### src/rtl/f16_pkg.sv
// Shared float16 definitions: field widths, exponent bias, converter state encoding
// and the packed half-precision word layout.
package f16_pkg;

    localparam int unsigned F16_BIAS  = 15;
    localparam int unsigned F16_EXP_W = 5;
    localparam int unsigned F16_MAN_W = 10;

    typedef enum logic [3:0] {
        IDLE  = 4'd0,
        RD_HI = 4'd1,
        RD_LO = 4'd2,
        ABS   = 4'd3,
        NORM  = 4'd4,
        RND   = 4'd5,
        WR_HI = 4'd6,
        WR_LO = 4'd7,
        DONE  = 4'd8
    } i2f_state_t;

    typedef struct packed {
        logic                 sign;
        logic [F16_EXP_W-1:0] exp;
        logic [F16_MAN_W-1:0] man;
    } f16_t;

endpackage : f16_pkg

### src/rtl/rne_round.sv
// Round-to-nearest-even on a normalized mantissa with guard/sticky bits;
// a mantissa carry-out wraps the mantissa to zero and bumps the exponent.
module rne_round
    import f16_pkg::*;
(
    input  logic [F16_MAN_W-1:0] man_i,
    input  logic                 guard_i,
    input  logic                 sticky_i,
    input  logic [F16_EXP_W-1:0] exp_i,
    output logic [F16_MAN_W-1:0] man_c_o,
    output logic [F16_EXP_W-1:0] exp_c_o
);

    localparam int unsigned SUM_W = F16_MAN_W + 1;

    logic             round_up;
    logic [SUM_W-1:0] sum;

    assign round_up = guard_i & (sticky_i | man_i[0]);
    assign sum      = {1'b0, man_i} + SUM_W'(round_up);

    // On carry-out the low mantissa bits of sum are already zero.
    always_comb begin
        man_c_o = sum[F16_MAN_W-1:0];
        exp_c_o = exp_i;
        if (sum[F16_MAN_W]) begin
            exp_c_o = exp_i + F16_EXP_W'(1);
        end
    end

endmodule : rne_round

### src/rtl/int2flt_seq.sv
// Sequential int16 -> float16 converter: reads the integer from data memory,
// normalizes one bit per cycle, rounds to nearest even and writes the result back.
module int2flt_seq
    import f16_pkg::*;
#(
    parameter logic [7:0]  SRC_ADDR = 8'd0,
    parameter logic [7:0]  DST_ADDR = 8'd2,
    parameter int unsigned BIAS     = F16_BIAS
) (
    input  logic       clk,
    input  logic       reset,
    input  logic       req,
    output logic       ack,
    output logic [7:0] dm_addr,
    output logic       dm_rd,
    output logic       dm_wr,
    output logic [7:0] dm_wdata,
    input  logic [7:0] dm_rdata
);

    localparam int unsigned EXP_TOP = 2 * BIAS;

    i2f_state_t state_q, state_d;

    logic        req_q;
    logic [7:0]  msb_q, msb_d;
    logic        sign_q, sign_d;
    logic [15:0] mag_q, mag_d;
    logic [3:0]  sh_q, sh_d;
    f16_t        result_q, result_d;

    logic        ack_q, ack_d;
    logic [7:0]  dm_addr_q, dm_addr_d;
    logic        dm_rd_q, dm_rd_d;
    logic        dm_wr_q, dm_wr_d;
    logic [7:0]  dm_wdata_q, dm_wdata_d;

    logic [15:0]          x_c;
    logic [F16_EXP_W-1:0] exp_pre_c;
    logic [F16_MAN_W-1:0] rnd_man_c;
    logic [F16_EXP_W-1:0] rnd_exp_c;

    assign x_c       = {msb_q, dm_rdata};
    assign exp_pre_c = F16_EXP_W'(EXP_TOP) - F16_EXP_W'(sh_q);

    rne_round u_rne_round (
        .man_i    (mag_q[14:5]),
        .guard_i  (mag_q[4]),
        .sticky_i (|mag_q[3:0]),
        .exp_i    (exp_pre_c),
        .man_c_o  (rnd_man_c),
        .exp_c_o  (rnd_exp_c)
    );

    always_ff @(posedge clk or negedge reset) begin
        if (!reset) begin
            state_q    <= IDLE;
            req_q      <= 1'b0;
            msb_q      <= '0;
            sign_q     <= 1'b0;
            mag_q      <= '0;
            sh_q       <= '0;
            result_q   <= '0;
            ack_q      <= 1'b0;
            dm_addr_q  <= '0;
            dm_rd_q    <= 1'b0;
            dm_wr_q    <= 1'b0;
            dm_wdata_q <= '0;
        end else begin
            state_q    <= state_d;
            req_q      <= req;
            msb_q      <= msb_d;
            sign_q     <= sign_d;
            mag_q      <= mag_d;
            sh_q       <= sh_d;
            result_q   <= result_d;
            ack_q      <= ack_d;
            dm_addr_q  <= dm_addr_d;
            dm_rd_q    <= dm_rd_d;
            dm_wr_q    <= dm_wr_d;
            dm_wdata_q <= dm_wdata_d;
        end
    end

    // Next state and datapath; memory read data lags the address by one cycle.
    always_comb begin
        state_d  = state_q;
        msb_d    = msb_q;
        sign_d   = sign_q;
        mag_d    = mag_q;
        sh_d     = sh_q;
        result_d = result_q;

        unique case (state_q)
            IDLE: begin
                if (req_q && !req) begin
                    state_d = RD_HI;
                end
            end
            RD_HI: state_d = RD_LO;
            RD_LO: begin
                msb_d   = dm_rdata;
                state_d = ABS;
            end
            ABS: begin
                sign_d = x_c[15];
                mag_d  = x_c[15] ? (~x_c + 16'd1) : x_c;
                sh_d   = '0;
                if (mag_d == 16'd0) begin
                    result_d = '0;
                    state_d  = WR_HI;
                end else begin
                    state_d  = NORM;
                end
            end
            NORM: begin
                if (mag_q[15]) begin
                    state_d = RND;
                end else begin
                    mag_d = {mag_q[14:0], 1'b0};
                    sh_d  = sh_q + 4'd1;
                end
            end
            RND: begin
                result_d = '{sign: sign_q, exp: rnd_exp_c, man: rnd_man_c};
                state_d  = WR_HI;
            end
            WR_HI: state_d = WR_LO;
            WR_LO: state_d = DONE;
            DONE:  state_d = IDLE;
            default: state_d = IDLE;
        endcase
    end

    // Port values are decoded from the upcoming state so they register cleanly.
    always_comb begin
        ack_d      = 1'b0;
        dm_addr_d  = '0;
        dm_rd_d    = 1'b0;
        dm_wr_d    = 1'b0;
        dm_wdata_d = '0;

        unique case (state_d)
            RD_HI: begin
                dm_addr_d = SRC_ADDR;
                dm_rd_d   = 1'b1;
            end
            RD_LO: begin
                dm_addr_d = SRC_ADDR + 8'd1;
                dm_rd_d   = 1'b1;
            end
            WR_HI: begin
                dm_addr_d  = DST_ADDR;
                dm_wdata_d = result_d[15:8];
                dm_wr_d    = 1'b1;
            end
            WR_LO: begin
                dm_addr_d  = DST_ADDR + 8'd1;
                dm_wdata_d = result_d[7:0];
                dm_wr_d    = 1'b1;
            end
            DONE: ack_d = 1'b1;
            default: ;
        endcase
    end

    assign ack      = ack_q;
    assign dm_addr  = dm_addr_q;
    assign dm_rd    = dm_rd_q;
    assign dm_wr    = dm_wr_q;
    assign dm_wdata = dm_wdata_q;

endmodule : int2flt_seq
### config.mk
export PLATFORM = sky130hd
export DESIGN_NAME = int2flt_seq
export DESIGN_NICKNAME = d
export VERILOG_FILES = /design/src/rtl/f16_pkg.sv /design/src/rtl/rne_round.sv /design/src/rtl/int2flt_seq.sv
export SDC_FILE = /design/constraint.sdc
export NUM_CORES = 1
export LEC_CHECK = 0
export CORE_UTILIZATION = 55
export CTS_BUF_LIST = sky130_fd_sc_hd__clkbuf_8
export DETAILED_ROUTE_END_ITERATION = 8
export GPL_TIMING_DRIVEN = 0
export PLACE_DENSITY_LB_ADDON = 0.3
export SYNTH_ARGS = -nofsm -noshare
export SYNTH_HDL_FRONTEND = slang
export SYNTH_SLANG_ARGS = --single-unit
### constraint.sdc
create_clock -name clk -period 2.8 [get_ports clk]
set_input_delay 0.84 -clock clk [delete_from_list [all_inputs] [get_ports clk]]
set_output_delay 0.84 -clock clk [all_outputs]
set_load 0.03 [all_outputs]
Yosys cells after proc, flatten, opt, wreduce, memory -nomap -nowiden
Cells that the tools add are included. W data, S select, Z words.

ROM bits: 0. Output and inout port bits: 19. Bits in latches: 0. Bits in registers: 69. Logic and storage cells: 62. Bits of input ports: 11. Memories: 0. Memory bits (writable): 0.

Multiply operators: 0. $add $sub $neg: 5. Div/mod/pow operators: 0. Multiplexer cells: 17. Bitwise gates (word level): 3. Reduce and logical (&&, ||, !) cells: 9. Equal/unequal tests: 13. Order comparisons: 0. Shift-type cells: 0.

Operators by type and width (number): $pmux W16 S2 (2); $mux W16 (3); $pmux W4 S8 (1); $eq A4 B3 Y1 const B (6); $add A16 B1 Y16 const B (1); $logic_not A16 Y1 (1); $not A16 Y16 (1); $pmux W8 S2 (1); $eq A4 B2 Y1 const B (3); $mux W4 (3); $add A10 B1 Y11 (1); $eq A4 B1 Y1 const B (2); $pmux W4 S2 (1); $pmux W2 S3 (1); $add A5 B1 Y5 const B (1); $mux W5 (1); $sub A5 B4 Y5 const A (1); $add A4 B1 Y4 const B (1); $eq A4 B4 Y1 const B (1); $logic_not A4 Y1 (1); $reduce_or A2 Y1 (2); $reduce_or A4 Y1 (1); $mux W1 (3); $mux W2 (1); other kinds (7) (7).

Depth between registers and ports, before layout
Gate-level depths: netlist of run 1.

Depth in word-level cells: 9. Depth in mapped cells: 11. Depth with buffers taken out: 9.

By module
Synthesis of run 1 repeated with hierarchy kept, for this count alone.

Cells, all modules: 326. Area, all modules: 3203.1 sq um.

By module, submodules not included: int2flt_seq (sequential area each 1351.3 sq um, cells each 288, area each 2911.5 sq um, instances 1); rne_round (sequential area each 0.0 sq um, cells each 38, area each 291.5 sq um, instances 1).

Least setup slack after synthesis of run 1
OpenSTA, ideal clock, no wires.

Path kind: input to register. Start point: in dm_rdata[7]. End point: reg result_q[6] (netlist name). Stages on the path: 9. Path slack: -256 ps. Arrival time: 2929 ps. Data required time: 2672 ps. Library setup time: 128 ps. Path buffers: 2. Path through: buf_4 or4_4 or3_4 o31ai_4 xor2_1 o2111ai_1 nor3_4 buf_6 o22ai_1.

RTL lines: from (decl) (RTL line int2flt_seq.sv:18) `input logic [7:0] dm_rdata`; to (signal assigned) (RTL line int2flt_seq.sv:76) `result_q <= result_d;`; to (decl) (RTL line int2flt_seq.sv:30) `f16_t result_q, result_d;`.

==> results.yml, run 1 <==
final_layout:
  antenna_cells: 0
  fill_cells: 416
  drive_gt1_frac: 0.192
  final_core_util: 0.700
  final_area_sq_mm: 0.00365
  syn_to_final_growth_pct: 20.7
  nNetsFinal: 383
place:
  port-buffer-count: 20
  dp_hpwl_microns: 4600
  gp_congestion: 0.898
  placed_cell_area_sq_mm: 0.00336
synthesis:
  yosysWarnings: 0
  synth-main-ff-cell: "dfrtp_1"
  syn_area_sq_mm: 0.00302
  async_reset_ff_frac: 1.00
  synth_fa_ha_area_frac: 0.0166
  synthSimpleGateAreaFrac: 0.194
  synth.avg_cell_area_sq_um: 9.44
  yosysTopAreaCellShare: 0.447
  synth_cell_types: 48
  synth.mux.area_fraction: 0.0331
  synth_edf_count: 0
  yosys.area.top_type: "dfrtp_1"
  synth_top_family_by_area: "simple AND/OR/NAND/NOR gates"
  synth_area_leaders: "dfrtp_1 (45%), xor2_1 (5.2%), o21ai_0 (4.1%)"
  synth_seq_cells: 54
  synth_compound_area_frac: 0.158
  synth_common_cells: "dfrtp_1 (54), nand2_1 (31), o21ai_0 (25)"
  synth_xor_area_frac: 0.0870
  yosysMostFrequentCell: "dfrtp_1"
  ys_seq_area_frac: 0.447
  synth_cells: 320
power:
  p_leak_uw: 0.00152
  vdd_drop_max_v: 0.000573
  power.total_uw: 3910
  powerDensity_mw_per_mm2: 1070
floorplan:
  die_w_microns: 76.1
  boundaryPins: 30
  rows: 26
  start_util: 0.580
  coreArea_sq_mm: 0.00520
  die_h_microns: 76.1
  dieArea_sq_mm: 0.00579
timing:
  timing.fmax_mhz: 353
  setup_viol: 5
  finalWorstSetupSlack_ns: -0.0345
  min_period_ns: 2.83
  rsz0062_at_grt: "true"
  slew_viol_final: 0
  worst_slew_pin_slew_ns: 0.673
  skew_ns: 0.0109
  whs_ns: 0.452
  relSlewSlack: 0.549
  min_period_over_period: 1.01
  report.final.hold_viol_count: 0
critical_path:
  crit_type: "input port to flip-flop"
  path_max_fanout: 6
  cp.arrival_ns: 3.03
  rr_startpoint: "msb_q[0]$_DFFE_PN0P_"
  reg2reg_slack_ns: 0.10
  reg2regPathDepth: 9
  cp-end-kind: "flip-flop"
  critPathRequiredTime_ns: 3.00
  reg2reg_to: "result_q[3]$_DFF_PN0_"
  start_kind: "input port"
route:
  viasPerCell: 5.75
  drt_pass1_iterations: 5
  drt_iter0_markers: 196
  finalWirelength_microns: 6570
  antenna_left: 0
  wire_per_inst_microns: 15.0
  vias: 2523
  drc: 0
outcome:
  violations: "setup timing"
  status: "complete, but fails checks"
clock_network:
  root_buffer: "clkbuf_8"
  htreeDepth: 2
  numCtsBuffers: 5
  cts_hold_buf: 0
  ctsLongestPathBuffers: 2
  numClockSinks: 54
  cts_tree: "yes"
  path_clk_slew_ns: 0.10
  clk_latency_ns: 0.32
min_path:
  hold_class: "input port to asynchronous set/reset pin"
global_route:
  grt_pass1_wl_microns: 11300
  grt_pass1_vias: 2366
  antenna_found_initial: 0
  grt_overflow: 0
  grt_max_degree: 36
  grt_usage: 0.243
flow_run:
  cap_violations: 0
## registers in the layout, indices dropped and copies added, names as in the netlist
| name | count |
|---|---|
| req_q | 1 |
| dm_rd | 1 |
| dm_addr | 2 |
| ack | 1 |
| sign_q | 1 |
| state_q | 4 |
| dm_wdata | 8 |
| mag_q | 16 |
| sh_q | 4 |
| msb_q | 8 |
| result_q | 8 |
## how the worst max path moves through the flow
stage                 from                     to  slack (ns)  cells after the start
2_1_floorplan  dm_rdata[6]  result_q[6]$_DFF_PN0_       -0.17                      9
3_3_place_gp   dm_rdata[3]  result_q[6]$_DFF_PN0_       -0.92                     10
3_5_place_dp   dm_rdata[3]  result_q[6]$_DFF_PN0_       -0.98                     10
4_1_cts        dm_rdata[6]  result_q[3]$_DFF_PN0_       -0.13                      9
5_1_grt        dm_rdata[6]  result_q[3]$_DFF_PN0_       -0.11                      9
6_report       dm_rdata[6]  result_q[3]$_DFF_PN0_       -0.03                      9
## stage by stage
| stage | instances | worst slack [ns] | TNS, ns |
|---|---|---|---|
| floorplan | 325 | -0.173 | -1.17 |
| global placement | 415 | -0.921 | -46.63 |
| detailed placement | 416 | -0.979 | -12.11 |
| CTS | 434 | -0.129 | -0.849 |
| global route | 439 | -0.111 | -0.679 |
| finish | 439 | -0.0345 | -0.115 |
## cells by family (layout without fill, tap and decap cells)
kind of cell    count (synthesis)  in the layout
xor+xnor                       30             30
other cells                     1              6
simple gates                  113            113
mux                             9              9
fa+ha+maj                       4              4
compound gates                 71             71
buf+inv                        38             82
flops                          54             54
## metal layers
metal / track usage / vias to the layer above / wire, microns
li1: - / 1211 / -
met3: 0.0287 / 11 / 287
met4: 0.102 / 0 / 97
met2: 0.412 / 80 / 3370
met5: 0 / - / 0
met1: 0.317 / 1221 / 2820
## layout make-up
cell class / instances / area [sq um] / share of cell area
buffer: 32 / 188 / 0.0515
sequential: 54 / 1350 / 0.371
tap: 70 / 87.6 / 0.0240
clock buffer: 5 / 68.8 / 0.0189
multi-input combinational: 233 / 1590 / 0.437
clock inverter: 3 / 21.3 / 0.00583
inverter: 5 / 18.8 / 0.00515
timing repair buffer: 37 / 318 / 0.0872
## cells in the final DEF (no fill, tap or decap), drive strengths merged, types with 11 or more instances in the layout
cell           synthesis  final
xnor2                 12     12
dfrtp                 54     54
clkbuf                22     29
buf                   11     29
nand2                 31     31
clkdlybuf4s50          0     14
nand3                 11     11
xor2                  18     18
a22oi                 13     13
o21ai                 25     25
nor2                  22     22
## worst max-delay path, stage by stage
cell and delay [ns]:
buf_12 0.10, or4_4 0.53, or3_4 0.38, o21ai_1 0.18, xor2_1 0.25, o2111ai_2 0.20
nor3_4 0.31, buf_6 0.16, o22ai_1 0.07
## timing repair
action,CTS,global route
setup buffers,11,5
endpoints found under the setup margin,24,28
gates resized for setup,18,17
pin swaps,9,9
## power breakdown
| part | internal (uW) | switching, uW |
|---|---|---|
| clock network | 176 | 263 |
| logic | 925 | 1140 |
| registers | 1120 | 288 |
Note: power is estimated with default switching activity, not from simulation.
==> inputs of run 2 (changes only) <==
--- a/config.mk
+++ b/config.mk
@@ -5,6 +5,7 @@
 export SDC_FILE = /design/constraint.sdc
 export NUM_CORES = 1
 export LEC_CHECK = 0
+export CORE_MARGIN = 1
 export CORE_UTILIZATION = 55
 export CTS_BUF_LIST = sky130_fd_sc_hd__clkbuf_8
 export DETAILED_ROUTE_END_ITERATION = 8
==> results of run 2 <==
Same layout as run 1: the final DEF is identical, and so are final timing and power.
